## src/rtl/serial_subtractor_pkg.sv

```systemverilog
// Shared types and defaults for the digit-serial subtractor.
// Slice count and counter width derive from the module's own WIDTH/DIGIT.
package serial_subtractor_pkg;

    typedef enum logic [1:0] {
        IDLE = 2'd0,
        BUSY = 2'd1,
        DONE = 2'd2
    } state_t;

    localparam int DEF_WIDTH      = 32;
    localparam int DEF_DIGIT      = 4;
    localparam int DEF_NUM_SLICES = DEF_WIDTH / DEF_DIGIT;

    function automatic int cnt_width(input int num_slices);
        // Keep at least one bit so a single-slice build still has a legal counter.
        return (num_slices > 1) ? $clog2(num_slices) : 1;
    endfunction

endpackage

```

## src/rtl/serial_subtractor_rca.sv

```systemverilog
// Plain ripple-carry adder; the subtractor uses one DIGIT-wide instance per slice.
// Overflow is the usual carry-into-MSB xor carry-out test.
module rippleCarryAdder #(
    parameter int WIDTH = 4
) (
    input  logic [WIDTH-1:0] i_a,
    input  logic [WIDTH-1:0] i_b,
    input  logic             i_cin,
    output logic [WIDTH-1:0] o_sum,
    output logic             o_cout,
    output logic             o_overflow
);

    logic [WIDTH:0] w_c;

    assign w_c[0] = i_cin;

    for (genvar gi = 0; gi < WIDTH; gi++) begin : g_fa
        assign o_sum[gi]  = i_a[gi] ^ i_b[gi] ^ w_c[gi];
        assign w_c[gi+1]  = (i_a[gi] & i_b[gi]) | (w_c[gi] & (i_a[gi] ^ i_b[gi]));
    end

    assign o_cout     = w_c[WIDTH];
    assign o_overflow = w_c[WIDTH] ^ w_c[WIDTH-1];

endmodule

```

## src/rtl/serial_subtractor.sv

```systemverilog
// Digit-serial a - b - bin: adds a + ~b + ~bin one DIGIT slice per cycle, LSB first.
// Results land in dedicated output registers only on the last slice.
module serial_subtractor
    import serial_subtractor_pkg::*;
#(
    parameter int WIDTH = DEF_WIDTH,
    parameter int DIGIT = DEF_DIGIT
) (
    input  logic             clk,
    input  logic             rst,
    input  logic             in_valid,
    output logic             in_ready,
    input  logic [WIDTH-1:0] a,
    input  logic [WIDTH-1:0] b,
    input  logic             bin,
    output logic             out_valid,
    input  logic             out_ready,
    output logic [WIDTH-1:0] diff,
    output logic             bout,
    output logic             overflow
);

    localparam int NUM_SLICES = WIDTH / DIGIT;
    localparam int CNT_W      = cnt_width(NUM_SLICES);

    if ((WIDTH % DIGIT) != 0) begin : g_bad_digit
        $error("serial_subtractor: WIDTH must be divisible by DIGIT");
    end

    state_t             r_state;
    state_t             w_state_next;
    logic [WIDTH-1:0]   r_a;
    logic [WIDTH-1:0]   r_nb;
    logic [WIDTH-1:0]   r_acc;
    logic [WIDTH-1:0]   r_diff;
    logic [CNT_W-1:0]   r_cnt;
    logic               r_carry;
    logic               r_bout;
    logic               r_ovf;
    logic               r_a_msb;
    logic               r_b_msb;

    logic [DIGIT-1:0]   w_sum;
    logic               w_cout;
    logic               w_unused_ovf;
    logic [WIDTH-1:0]   w_acc_next;
    logic               w_last;

    rippleCarryAdder #(
        .WIDTH (DIGIT)
    ) u_slice_add (
        .i_a        (r_a[DIGIT-1:0]),
        .i_b        (r_nb[DIGIT-1:0]),
        .i_cin      (r_carry),
        .o_sum      (w_sum),
        .o_cout     (w_cout),
        .o_overflow (w_unused_ovf)
    );

    if (NUM_SLICES > 1) begin : g_acc_shift
        assign w_acc_next = {w_sum, r_acc[WIDTH-1:DIGIT]};
    end else begin : g_acc_whole
        assign w_acc_next = w_sum;
    end

    assign w_last = (r_cnt == CNT_W'(NUM_SLICES - 1));

    always_ff @(posedge clk) begin
        if (rst) begin
            r_state <= IDLE;
        end else begin
            r_state <= w_state_next;
        end
    end

    always_comb begin
        w_state_next = r_state;
        case (r_state)
            IDLE:    if (in_valid) w_state_next = BUSY;
            BUSY:    if (w_last)   w_state_next = DONE;
            DONE:    if (out_ready) w_state_next = IDLE;
            default: w_state_next = IDLE;
        endcase
    end

    always_ff @(posedge clk) begin
        if (rst) begin
            r_a     <= '0;
            r_nb    <= '0;
            r_acc   <= '0;
            r_diff  <= '0;
            r_cnt   <= '0;
            r_carry <= 1'b0;
            r_bout  <= 1'b0;
            r_ovf   <= 1'b0;
            r_a_msb <= 1'b0;
            r_b_msb <= 1'b0;
        end else begin
            case (r_state)
                IDLE: begin
                    if (in_valid) begin
                        r_a     <= a;
                        r_nb    <= ~b;
                        r_carry <= ~bin;
                        r_cnt   <= '0;
                        r_a_msb <= a[WIDTH-1];
                        r_b_msb <= b[WIDTH-1];
                    end
                end
                BUSY: begin
                    r_a     <= r_a >> DIGIT;
                    r_nb    <= r_nb >> DIGIT;
                    r_carry <= w_cout;
                    r_acc   <= w_acc_next;
                    r_cnt   <= r_cnt + CNT_W'(1);
                    if (w_last) begin
                        r_diff <= w_acc_next;
                        r_bout <= ~w_cout;
                        r_ovf  <= (r_a_msb != r_b_msb) && (w_acc_next[WIDTH-1] != r_a_msb);
                    end
                end
                default: ;
            endcase
        end
    end

    assign in_ready  = (r_state == IDLE);
    assign out_valid = (r_state == DONE);
    assign diff      = r_diff;
    assign bout      = r_bout;
    assign overflow  = r_ovf;

endmodule

```

## config.mk

```make
export PLATFORM = sky130hd
export DESIGN_NAME = serial_subtractor
export DESIGN_NICKNAME = d
export VERILOG_FILES = /design/src/rtl/serial_subtractor_pkg.sv /design/src/rtl/serial_subtractor_rca.sv /design/src/rtl/serial_subtractor.sv
export SDC_FILE = /design/constraint.sdc
export NUM_CORES = 1
export LEC_CHECK = 0
export ABC_AREA = 1
export ABC_CLOCK_PERIOD_IN_PS = 3800
export CORE_ASPECT_RATIO = 0.6
export CORE_UTILIZATION = 55
export DETAILED_ROUTE_END_ITERATION = 16
export GPL_ROUTABILITY_DRIVEN = 0
export GPL_TIMING_DRIVEN = 1
export PLACE_DENSITY = 0.92
export SLEW_MARGIN = 25
export SYNTH_ARGS = -nofsm -noshare
export SYNTH_HDL_FRONTEND = slang
export SYNTH_SLANG_ARGS = --single-unit
```

## constraint.sdc

```tcl
create_clock -name clk -period 3.8 [get_ports clk]
set_clock_uncertainty 0.05 [all_clocks]
set_input_delay 0.57 -clock clk [delete_from_list [all_inputs] [get_ports clk]]
set_output_delay 0.57 -clock clk [all_outputs]
set_load 0.02 [all_outputs]
```

=== Yosys cells after proc, flatten, opt, wreduce, memory -nomap -nowiden ===
Cells that the tools add are included.
W data, S select, Z words.

* Output and inout port bits: 36
* Flip-flop bits (word level): 138
* Word-level logic and storage cells: 62
* Input port bits: 69

* Equality and inequality tests: 8
* Bitwise operators: 23
* Muxes and demuxes: 12
* $add $sub $neg: 1
* Reductions and logical operators: 7

{| class="wikitable"
|+ Operators by type and width
! kind !! number
|-
| $pmux W32 S2 || 2
|-
| $mux W32 || 2
|-
| $not A32 Y32 || 1
|-
| $and A1 B1 Y1 || 8
|-
| $xor A1 B1 Y1 || 8
|-
| $mux W2 || 3
|-
| $pmux W2 S3 || 1
|-
| $pmux W3 S2 || 1
|-
| $reduce_and A2 Y1 || 3
|-
| $ne A2 B2 Y1 const B || 2
|-
| $or A1 B1 Y1 || 4
|-
| $add A3 B1 Y3 const B || 1
|-
| $eq A3 B3 Y1 const B || 1
|-
| $mux W3 || 1
|-
| $reduce_and A3 Y1 || 1
|-
| $eq A2 B1 Y1 const B || 1
|-
| $eq A2 B2 Y1 const B || 1
|-
| $logic_not A2 Y1 || 1
|-
| $ne A1 B1 Y1 || 2
|-
| $ne A2 B1 Y1 const B || 1
|-
| $not A1 Y1 || 2
|-
| $pmux W1 S2 || 1
|-
| $reduce_bool A2 Y1 || 1
|-
| $logic_and A1 B1 Y1 || 1
|-
| $mux W1 || 1
|}

=== Logic depth before layout (Yosys ltp) ===
Gate-level depths: netlist of run 1.

* Depth in word-level cells: 10
* Depth in mapped cells: 11
* Mapped depth without buffers: 11

=== Hierarchy ===
Synthesis of run 1 repeated with hierarchy kept, for this count alone.

* Cells, all modules: 947
* Area total of the unflattened synthesis: 6107.1 um2

{| class="wikitable"
|+ Modules (own cells, without submodules)
! module !! sequential area each (um2) !! area an instance (um2) !! times used !! cells each
|-
| serial_subtractor || 2682.6 || 5978.2 || 1 || 930
|-
| rippleCarryAdder || 0.0 || 128.9 || 1 || 17
|}

=== Worst setup path after synthesis of run 1 ===
Ideal clock, no wire load.

* Path type: register -> register
* From: reg r_a[0]
* To: reg r_ovf (netlist: overflow)
* Data arrival time: 2127 ps
* Stages on the path, launching flop included: 12
* Clock period less this slack: 2286 ps
* Path slack: 1514 ps
* Data required time: 3641 ps
* Path buffers: 0
* Library setup time: 109 ps
* Path through: dfxtp_1 -> fa_1 -> inv_1 -> fa_1 -> inv_1 -> fa_1 -> fa_1 -> inv_1 -> nand3_1 -> nand3_1 -> nand2_1 -> inv_1

* Cells in the longest elaborated chain, start to end: 10
* Elaborated cells on any way between the ends: 11
* Those cells by class: eq/ne: 1; bitwise: 9; reduce/logical: 1

{| class="wikitable"
|+ RTL lines
! what !! RTL line !! text
|-
| from (decl) || serial_subtractor.sv:32 || <nowiki>logic [WIDTH-1:0] r_a;</nowiki>
|-
| from (signal assigned) || serial_subtractor.sv:111 || <nowiki>r_a <= r_a >> DIGIT;</nowiki>
|-
| $xor A1 B1 Y1 || serial_subtractor_rca.sv:20 || <nowiki>assign w_c[gi+1] = (i_a[gi] & i_b[gi]) | (w_c[gi] & (i_a[gi] ^ i_b[gi]));</nowiki>
|-
| $and A1 B1 Y1 || serial_subtractor_rca.sv:20 ||
|-
| $or A1 B1 Y1 (*) || serial_subtractor_rca.sv:20 ||
|-
| $and A1 B1 Y1 (*) || serial_subtractor_rca.sv:20 ||
|-
| $or A1 B1 Y1 (*) || serial_subtractor_rca.sv:20 ||
|-
| $and A1 B1 Y1 (*) || serial_subtractor_rca.sv:20 ||
|-
| $or A1 B1 Y1 (*) || serial_subtractor_rca.sv:20 ||
|-
| $xor A1 B1 Y1 (*) || serial_subtractor_rca.sv:19 || <nowiki>assign o_sum[gi] = i_a[gi] ^ i_b[gi] ^ w_c[gi];</nowiki>
|-
| net u_slice_add.o_sum[3] || serial_subtractor_rca.sv:9 || <nowiki>output logic [WIDTH-1:0] o_sum,</nowiki>
|-
| $ne A1 B1 Y1 (*) || serial_subtractor.sv:119 || <nowiki>r_ovf <= (r_a_msb != r_b_msb) && (w_acc_next[WIDTH-1] != r_a_msb);</nowiki>
|-
| $logic_and A1 B1 Y1 (*) || serial_subtractor.sv:119 ||
|-
| to (signal assigned) || serial_subtractor.sv:119 ||
|-
| to (decl) || serial_subtractor.sv:39 || <nowiki>logic r_ovf;</nowiki>
|}

Mark *: on every way through the listed nets, which the timed path passes. The rest lies on a longest branch.
A chain may end at the register's enable or synchronous reset.

=== Worst setup path in the final report of run 1 ===
* From: reg r_state[0]
* To: out out_valid

* Cells in the longest elaborated chain, start to end: 1

{| class="wikitable"
|+ RTL lines
! what !! RTL line !! text
|-
| from (decl) || serial_subtractor.sv:30 || <nowiki>state_t r_state;</nowiki>
|-
| from (signal assigned) || serial_subtractor.sv:72 || <nowiki>r_state <= w_state_next;</nowiki>
|-
| $eq A2 B2 Y1 || serial_subtractor.sv:128 || <nowiki>assign out_valid = (r_state == DONE);</nowiki>
|-
| to (decl) || serial_subtractor.sv:16 || <nowiki>output logic out_valid,</nowiki>
|}

Every way passes these cells.

==> results of run 1 <==
[worst max-delay path, cell delays in order (launching register included)]
cell and delay, ps:
dfxtp_2 380, buf_4 540, nor2_1 170, clkdlybuf4s50_1 580
[synthesized netlist by cell type]
cell        n
o21ai_0    29
nand3_1    65
o21ai_4     1
clkinv_1    1
nand2_2     1
ha_1        2
buf_2      28
a21oi_1    48
fa_1        4
dfxtp_1   134
buf_4      11
nor2_1    175
nand3b_1    4
buf_1       4
nor2_4      1
clkbuf_1   17
inv_2       1
inv_1      99
nand2_1   312
[metal layers]
| metal | vias to the layer above | track usage (%) |
|---|---|---|
| met5 | - | 0 |
| met3 | 29 | 7.63 |
| met4 | 0 | 8.19 |
| met1 | 2627 | 37.3 |
| met2 | 260 | 40.8 |
| li1 | 2977 | - |
[logic make-up (layout without fill, tap and decap cells)]
logic type | Yosys count | in the layout | share of synthesized area (%)
simple gates | 558 | 558 | 36.3
buf+inv | 161 | 245 | 11.2
flops | 134 | 134 | 44.2
compound gates | 78 | 78 | 6.62
fa+ha+maj | 6 | 6 | 1.73
[cell type report]
| cell class | instances | area, um2 |
|---|---|---|
| clock inverters | 13 | 180 |
| well taps | 139 | 174 |
| fillers | 835 | 2990 |
| flip-flops and latches | 134 | 2680 |
| clock buffers | 19 | 443 |
| inverters | 101 | 379 |
| multi-input cells | 642 | 2710 |
| repair buffers | 112 | 1110 |
[worst max path at each step]
stage	endpoint	startpoint	slack, ps	cells after the start
global placement	overflow$_SDFFE_PP0P_	r_a[0]$_SDFFE_PP0P_	1400	11
global route	r_cnt[0]$_SDFFE_PP0P_	r_state[1]$_SDFFE_PP0P_	960	5
finish	out_valid	r_state[0]$_SDFFE_PP0P_	1080	3
CTS	out_valid	r_state[0]$_SDFFE_PP0P_	1100	3
floorplan	overflow$_SDFFE_PP0P_	r_a[0]$_SDFFE_PP0P_	1510	11
detailed placement	overflow$_SDFFE_PP0P_	r_a[0]$_SDFFE_PP0P_	1350	11
[power breakdown]
part | switching, uW | internal (uW) | total [uW]
Sequential | 57.3 | 1500 | 1560
Clock | 618 | 1110 | 1730
Combinational | 276 | 190 | 467
[placed cells by master (no fill, tap or decap)]
cell type        instances
clkinv_1                 1
clkbuf_16               17
fa_1                     4
a21oi_1                 48
buf_4                    7
clkinvlp_4               6
nand2_1                312
dfxtp_2                  1
nand3b_1                 4
clkinv_2                 3
clkbuf_1                 1
nor2_1                 175
buf_2                    1
o21ai_0                 29
o21ai_4                  1
buf_12                   1
nand2_2                  1
bufinv_16                4
clkbuf_8                 1
inv_2                    2
nor2_4                   1
ha_1                     2
dfxtp_1                133
nand3_1                 65
clkdlybuf4s50_1        103
inv_1                   98
[per-stage QoR]
| stage | utilization [%] | total power [uW] | hold slack, ps | area, um2 |
|---|---|---|---|---|
| floorplan | - | 1890 | 389 | 6070 |
| global placement | 66.1 | 2020 | 398 | 7050 |
| detailed placement | 66.1 | 2030 | 406 | 7050 |
| CTS | 72.0 | 3750 | 413 | 7680 |
| global route | 72.0 | 3890 | 434 | 7680 |
| finish | 72.0 | 3750 | 412 | 7680 |
[flip-flops by register name, indices dropped and copies added (netlist names)]
signal	cells
r_b_msb	1
r_a_msb	1
r_nb	32
r_a	32
diff	32
r_state	2
bout	1
r_carry	1
r_cnt	3
overflow	1
r_acc	28
==> qor.yml, run 1 <==
num_vias: 5893
grt_pass1_wl_mm: 24.2
grt_setup_unrepaired: "false"
status: "completed"
io_pins: 105
rr_worst_depth: 5
clk_pin_slew_ps: 60
post-cts-setup-buffer-count: 0
post_drt_wl_per_cell_um: 13.0
hold_depth: 2
powerDensity_nw_per_um2: 489
slew_headroom_pct: 40.9
wl_met1_mm: 6.82
final.period_utilization_pct: 71.5
wl_met3_mm: 1.31
syn_nets: 1012
grt_util_all_layers_pct: 27.1
fp.dieW_um: 138
hold_path_end: "diff[21]$_SDFFE_PP0P_"
cts_hold_buf: 0
syn_area_um2: 6070
postSynthAreaPerCell_um2: 6.48
dr_wl_met2_mm: 6.64
synthDistinctLibCells: 19
hpwl_mm: 8.83
setup_viol: 0
worstSkewPairLatency_ps: 420
drtIter0Drc: 490
hold_viol: 0
max_cap_viol_count: 0
p_leak_uw: 0.00348
yosysWarningCount: 0
clock_path_buffers: 2
worst_slew_pin_slew_ps: 880
cts_resized: 0
final_cells: 1160
cts_tree: "yes"
vdd_drop_max_uv: 378
cts_root_buf: "clkbuf_16"
dp_cells: 1128
grt_max_degree: 68
std_cell_rows: 29
worstHoldStart: "diff[21]$_SDFFE_PP0P_"
setup_ws_ps: 1080
cts.sinks: 134
period_needed_ps: 2720
antenna_left: 0
synth_area_leaders: "dfxtp_1 (44%), nand2_1 (19%), nor2_1 (11%)"
path_class: "reg -> out"
drc: 0
synth_area_leader_cell: "dfxtp_1"
antenna_found_initial: 0
ys_ff_latch: 134
dieArea_um2: 11500
coreArea_um2: 10700
hold_class: "reg -> reg"
start_util_pct: 56.9
place_ws_ps: 1350
r2r_slack_ps: 1270
ctsHtreeMaxLevel: 4
worstPathRequired_ps: 3180
grt_remaining_overflow: 0
grt_pass1_vias: 5171
timing.rr.end: "r_cnt[0]$_SDFFE_PP0P_"
num_antenna_cells: 0
post_drt_via_cell_ratio: 5.08
synth_top_cell_area_share_pct: 44.2
syn_to_final_growth_pct: 26.4
fin_setup_tns_ps: 0
first_pass_iters: 5
max_clock_freq_mhz: 368
report.final.slew_viol_count: 0
path_max_fanout: 58
cp-end-kind: "output port"
synthCells: 937
num-nets-final: 1083
rr_startpoint: "r_state[1]$_SDFFE_PP0P_"
arrival_ps: 2100
routed.top_layer: "met4"
routed_wl_mm: 15.0
worstSetupStartpointType: "register"
synth-seq-area-share_pct: 44.2
drive_above_1_share_pct: 4.51
io_buffers: 104
cts_buffers: 17
die_h_um: 83.4
(Power assumes the default switching activity.)
==> inputs of run 2 (changes only) <==
--- a/config.mk
+++ b/config.mk
@@ -6,13 +6,13 @@
 export NUM_CORES = 1
 export LEC_CHECK = 0
 export ABC_AREA = 1
-export ABC_CLOCK_PERIOD_IN_PS = 3800
+export ABC_CLOCK_PERIOD_IN_PS = 2300
 export CORE_ASPECT_RATIO = 0.6
-export CORE_UTILIZATION = 55
+export CORE_UTILIZATION = 48
 export DETAILED_ROUTE_END_ITERATION = 16
 export GPL_ROUTABILITY_DRIVEN = 0
 export GPL_TIMING_DRIVEN = 1
-export PLACE_DENSITY = 0.92
+export PLACE_DENSITY = 0.85
 export SLEW_MARGIN = 25
 export SYNTH_ARGS = -nofsm -noshare
 export SYNTH_HDL_FRONTEND = slang
==> constraint.sdc (replaced) <==
create_clock -name clk -period 2.3 [get_ports clk]
set_clock_uncertainty 0.05 [all_clocks]
set_input_delay 0.345 -clock clk [delete_from_list [all_inputs] [get_ports clk]]
set_output_delay 0.345 -clock clk [all_outputs]
set_load 0.02 [all_outputs]
==> qor.yml, run 2 (synthesis gave the netlist of run 1 again) <==
post-cts-setup-buffer-count: 0
post_dp_cell_area_um2: 7190
path_class: "reg -> reg"
hold_viol: 0
hpwl_mm: 9.32
worstSetupStartpointType: "register"
hold_class: "in -> reg"
period_needed_ps: 2370
routed_wl_mm: 14.6
io_pins: 105
worstSkewPairLatency_ps: 420
routed.top_layer: "met4"
powerDensity_nw_per_um2: 791
drtIter0Drc: 370
die_h_um: 89.1
drc: 0
max_cap_viol_count: 0
violations: "setup timing"
report.final.slew_viol_count: 0
num_vias: 5660
cts_tree: "yes"
post_drt_via_cell_ratio: 4.73
coreArea_um2: 12200
timing.rr.end: "overflow$_SDFFE_PP0P_"
start_util_pct: 49.8
cts_hold_buf: 0
post-route-util_pct: 64.3
clock_path_buffers: 2
grt_util_all_layers_pct: 23.4
wl_met3_um: 957
num_antenna_cells: 0
hold_depth: 4
first_pass_iters: 5
grt_remaining_overflow: 0
slew_headroom_pct: 65.1
grt_setup_unrepaired: "true"
p_leak_uw: 0.00355
fp.dieW_um: 147
worst_slew_pin_slew_ps: 524
clk_pin_slew_ps: 60
setup_ws_ps: -70.7
path_max_fanout: 4
dr_wl_met2_mm: 6.24
grt_pass1_vias: 5060
vdd_drop_max_uv: 516
antenna_found_initial: 0
post_drt_wl_per_cell_um: 12.2
rr_worst_depth: 11
grt_pass1_wl_mm: 24.0
setup_viol: 1
cp-end-kind: "register"
final_cells: 1196
std_cell_rows: 31
final_cell_area_um2: 7830
max_clock_freq_mhz: 422
final_cell_mix: "nand2_1 (312), nor2_1 (175), dfxtp_1 (131)"
arrival_ps: 2640
drive_above_1_share_pct: 6.60
worstPathRequired_ps: 2560
r2r_slack_ps: -70
dp_cells: 1164
status: "finished, violations left"
fillers: 1089
hold_path_end: "r_acc[13]$_SDFFE_PP0P_"
io_buffers: 104
cts.sinks: 134
multi_input_area_um2: 2730
grt_max_degree: 80
dieArea_um2: 13100
cts_root_buf: "clkbuf_16"
syn_to_final_growth_pct: 28.9
ctsHtreeMaxLevel: 4
final.period_utilization_pct: 103
cts_buffers: 17
mostFrequentLayoutCell: "nand2_1"
num-nets-final: 1093
rr_startpoint: "r_carry$_SDFFE_PP0P_"
wl_met1_mm: 7.23
antenna_left: 0
seqCellArea_um2: 2690
worstHoldStart: "rst"
fin_setup_tns_ps: -70.7
## run 2: metal layers
metal / track usage, % / up-vias
met5: 0 / -
met4: 7.31 / 0
met3: 5.92 / 20
met2: 36.0 / 170
met1: 32.4 / 2479
li1: - / 2991
## run 2: through the flow
step / hold slack, ps / power (uW) / setup WS (ps)
after floorplan: 389 / 3130 / 13.7
after global placement: 400 / 3360 / -95.2
after detailed placement: 402 / 3380 / -117
after CTS: 334 / 6200 / -112
after global routing: 378 / 6450 / -175
final: 340 / 6190 / -70.7
## run 2: timing repair
item                                    in CTS  in global routing
pin swaps                                    2                  7
endpoints found under the setup margin       1                  5
resized for setup                            2                  9
## run 2: cell type report
class | instances | share of cell area (%)
clock buffers | 17 | 5.44
clock inverters | 15 | 2.46
repair buffers | 122 | 15.4
inverters | 101 | 4.84
well taps | 165 | 2.64
flip-flops and latches | 134 | 34.3
multi-input cells | 642 | 34.9
## run 2: worst max-delay path: stages (launching register included)
cell,delay [ps]
dfxtp_2,330
fa_2,380
inv_2,60
fa_2,190
inv_2,40
fa_2,350
fa_2,580
inv_2,50
nand3_2,60
nand3_2,70
nand2_1,80
inv_1,40
## run 2: where the power goes
part / internal [uW] / leakage, uW / switching, uW
sequential: 2480 / 0.00110 / 101
clock: 1730 / 0.000301 / 1100
combinational: 336 / 0.00215 / 446
total: 4540 / 0.00355 / 1650
## run 2: worst max-delay path by stage
| stage | startpoint | endpoint | depth (start not counted) |
|---|---|---|---|
| 6_report | r_carry$_SDFFE_PP0P_ | overflow$_SDFFE_PP0P_ | 11 |
| 5_1_grt | r_carry$_SDFFE_PP0P_ | overflow$_SDFFE_PP0P_ | 11 |
| 4_1_cts | r_a[0]$_SDFFE_PP0P_ | overflow$_SDFFE_PP0P_ | 11 |
| 3_5_place_dp | r_a[0]$_SDFFE_PP0P_ | overflow$_SDFFE_PP0P_ | 11 |
| 3_3_place_gp | r_a[0]$_SDFFE_PP0P_ | overflow$_SDFFE_PP0P_ | 11 |
| 2_1_floorplan | r_a[0]$_SDFFE_PP0P_ | overflow$_SDFFE_PP0P_ | 11 |
==> inputs of run 3 (changes only) <==
--- a/config.mk
+++ b/config.mk
@@ -8,11 +8,13 @@
 export ABC_AREA = 1
 export ABC_CLOCK_PERIOD_IN_PS = 2300
 export CORE_ASPECT_RATIO = 0.6
-export CORE_UTILIZATION = 48
+export CORE_UTILIZATION = 55
 export DETAILED_ROUTE_END_ITERATION = 16
+export DONT_BUFFER_PORTS = 1
 export GPL_ROUTABILITY_DRIVEN = 0
 export GPL_TIMING_DRIVEN = 1
-export PLACE_DENSITY = 0.85
+export PLACE_DENSITY = 0.82
+export REMOVE_ABC_BUFFERS = 1
 export SLEW_MARGIN = 25
 export SYNTH_ARGS = -nofsm -noshare
 export SYNTH_HDL_FRONTEND = slang
==> qor.yml, run 3 (synthesis gave the netlist of run 1 again) <==
dieArea_um2: 11500
start_util_pct: 56.9
crit_end: "overflow$_SDFFE_PP0P_"
critPathSlowestCell: "fa_2"
antenna_left: 0
max_cap_viol_count: 0
startpoint: "r_a[0]$_SDFFE_PP0P_"
slew_headroom_pct: 67.9
critPathBufInv: 4
post-cts-setup-buffer-count: 0
worst_slew_pin_slew_ps: 480
rr_startpoint: "r_a[0]$_SDFFE_PP0P_"
period_needed_ps: 2380
setup_ws_ps: -83.1
cp-end-kind: "register"
first_pass_iters: 5
clk_pin_slew_ps: 60
grt_remaining_overflow: 0
final_cells: 1065
cts_tree: "yes"
crit_family: "adder cells"
coreArea_um2: 10700
cts.sinks: 134
worstPathRequired_ps: 2560
dp_cells: 1032
ctsHtreeMaxLevel: 4
vdd_drop_max_uv: 614
io_pins: 105
post_drt_via_cell_ratio: 4.91
syn_to_final_growth_pct: 11.6
powerDensity_nw_per_um2: 907
post_drt_wl_per_cell_um: 12.5
report.final.slew_viol_count: 0
timing.rr.end: "overflow$_SDFFE_PP0P_"
grt_util_all_layers_pct: 24.2
grt_setup_unrepaired: "true"
fillers: 971
fp.dieW_um: 138
p_leak_uw: 0.00317
cp_cell_sequence: "fa_2, inv_2, fa_1, inv_1, fa_2, fa_2, inv_1, nand3_1, nand3_1, nand2_1, inv_1"
drive_above_1_share_pct: 6.37
num-nets-final: 988
violations: "setup timing"
clock_path_buffers: 2
num_vias: 5233
arrival_ps: 2640
final_cell_mix: "nand2_1 (312), nor2_1 (175), dfxtp_1 (132)"
path_class: "reg -> reg"
drtIter0Drc: 297
hpwl_mm: 8.26
rr_worst_depth: 11
slowest_delay_ps: 590
p_total_uw: 6150
setup_viol: 1
drc: 0
grt_max_degree: 55
path_max_fanout: 4
grt_pass1_wl_mm: 21.7
die_h_um: 83.4
antenna_found_initial: 0
fin_setup_tns_ps: -83.1
io_buffers: 0
hold_viol: 0
worst-path-stages: 11
max_clock_freq_mhz: 420
r2r_slack_ps: -80
final.period_utilization_pct: 104
worstSetupStartpointType: "register"
finalHoldWorstSlack_ps: 45.8
worstSkewPairLatency_ps: 420
routed_wl_mm: 13.3
grt_pass1_vias: 4563
status: "finished, violations left"
std_cell_rows: 29
hold_class: "in -> reg"
cts_root_buf: "clkbuf_16"
num_antenna_cells: 0
mostFrequentLayoutCell: "nand2_1"
cts_buffers: 17
[run 3: cell count changes in the layout (fill, tap and decap cells not counted), sizes merged, moves of 2 or more]
cell           previous run  this run
inv                     106       103
clkdlybuf4s50           103         0
clkinv                    6         2
clkbuf                   17        21
clkinvlp                  1         3
buf                      19        17
[run 3: per-stage QoR]
stage / instance area (um2) / util, % / worst slack (ps)
finish: 6780 / 63.5 / -83.1
global route: 6780 / 63.5 / -162
CTS: 6780 / 63.5 / -104
detailed placement: 6110 / 57.2 / -180
global placement: 6110 / 57.2 / -114
floorplan: 5770 / - / -1150
[run 3: area by class of cell]
| cell class | count | area (um2) | share of cell area [%] |
|---|---|---|---|
| Tap cell | 139 | 174 | 2.57 |
| Inverter | 101 | 379 | 5.59 |
| Clock inverter | 11 | 170 | 2.51 |
| Timing Repair Buffer | 17 | 178 | 2.62 |
| Sequential cell | 134 | 2690 | 39.6 |
| Clock buffer | 21 | 470 | 6.94 |
| Multi-Input combinational cell | 642 | 2720 | 40.1 |
[run 3: routing by layer]
layer,GRT usage (%),vias to the layer above,routed length [um]
met5,0,-,0
li1,-,2787,-
met4,7.99,0,85
met3,5.80,8,924
met1,35.4,2276,6670
met2,34.7,162,5590
[run 3: worst min-delay path by stage]
stage,start,end,cells after the start
2_1_floorplan,rst,bout$_SDFFE_PP0P_,1
3_5_place_dp,rst,diff[15]$_SDFFE_PP0P_,1
4_1_cts,in_valid,r_nb[28]$_SDFFE_PP0P_,2
6_report,in_valid,r_nb[28]$_SDFFE_PP0P_,2
3_3_place_gp,rst,r_state[0]$_SDFFE_PP0P_,1
5_1_grt,in_valid,r_nb[28]$_SDFFE_PP0P_,2
[run 3: repair_timing]
item / CTS / global route
setup endpoints to repair: 3 / 1
hold buffers: 1 / 0
pin swaps: 2 / 1
resized for setup: 5 / 0
endpoints found under the hold margin: 46 / 0
gates cloned: 0 / 0
[run 3: where the power goes]
group          total, uW  internal (uW)  switching (uW)
registers           2570           2480            91.4
clock network       2920           1900            1020
logic                653            234             419
total               6150           4610            1530
[run 3: worst register-to-register path: stages, from the launching register on]
cell and delay, ps:
dfxtp_2 330, fa_2 390, inv_2 60, fa_1 150, inv_1 50, fa_2 330
fa_2 590, inv_1 50, nand3_1 70, nand3_1 80, nand2_1 90, inv_1 40
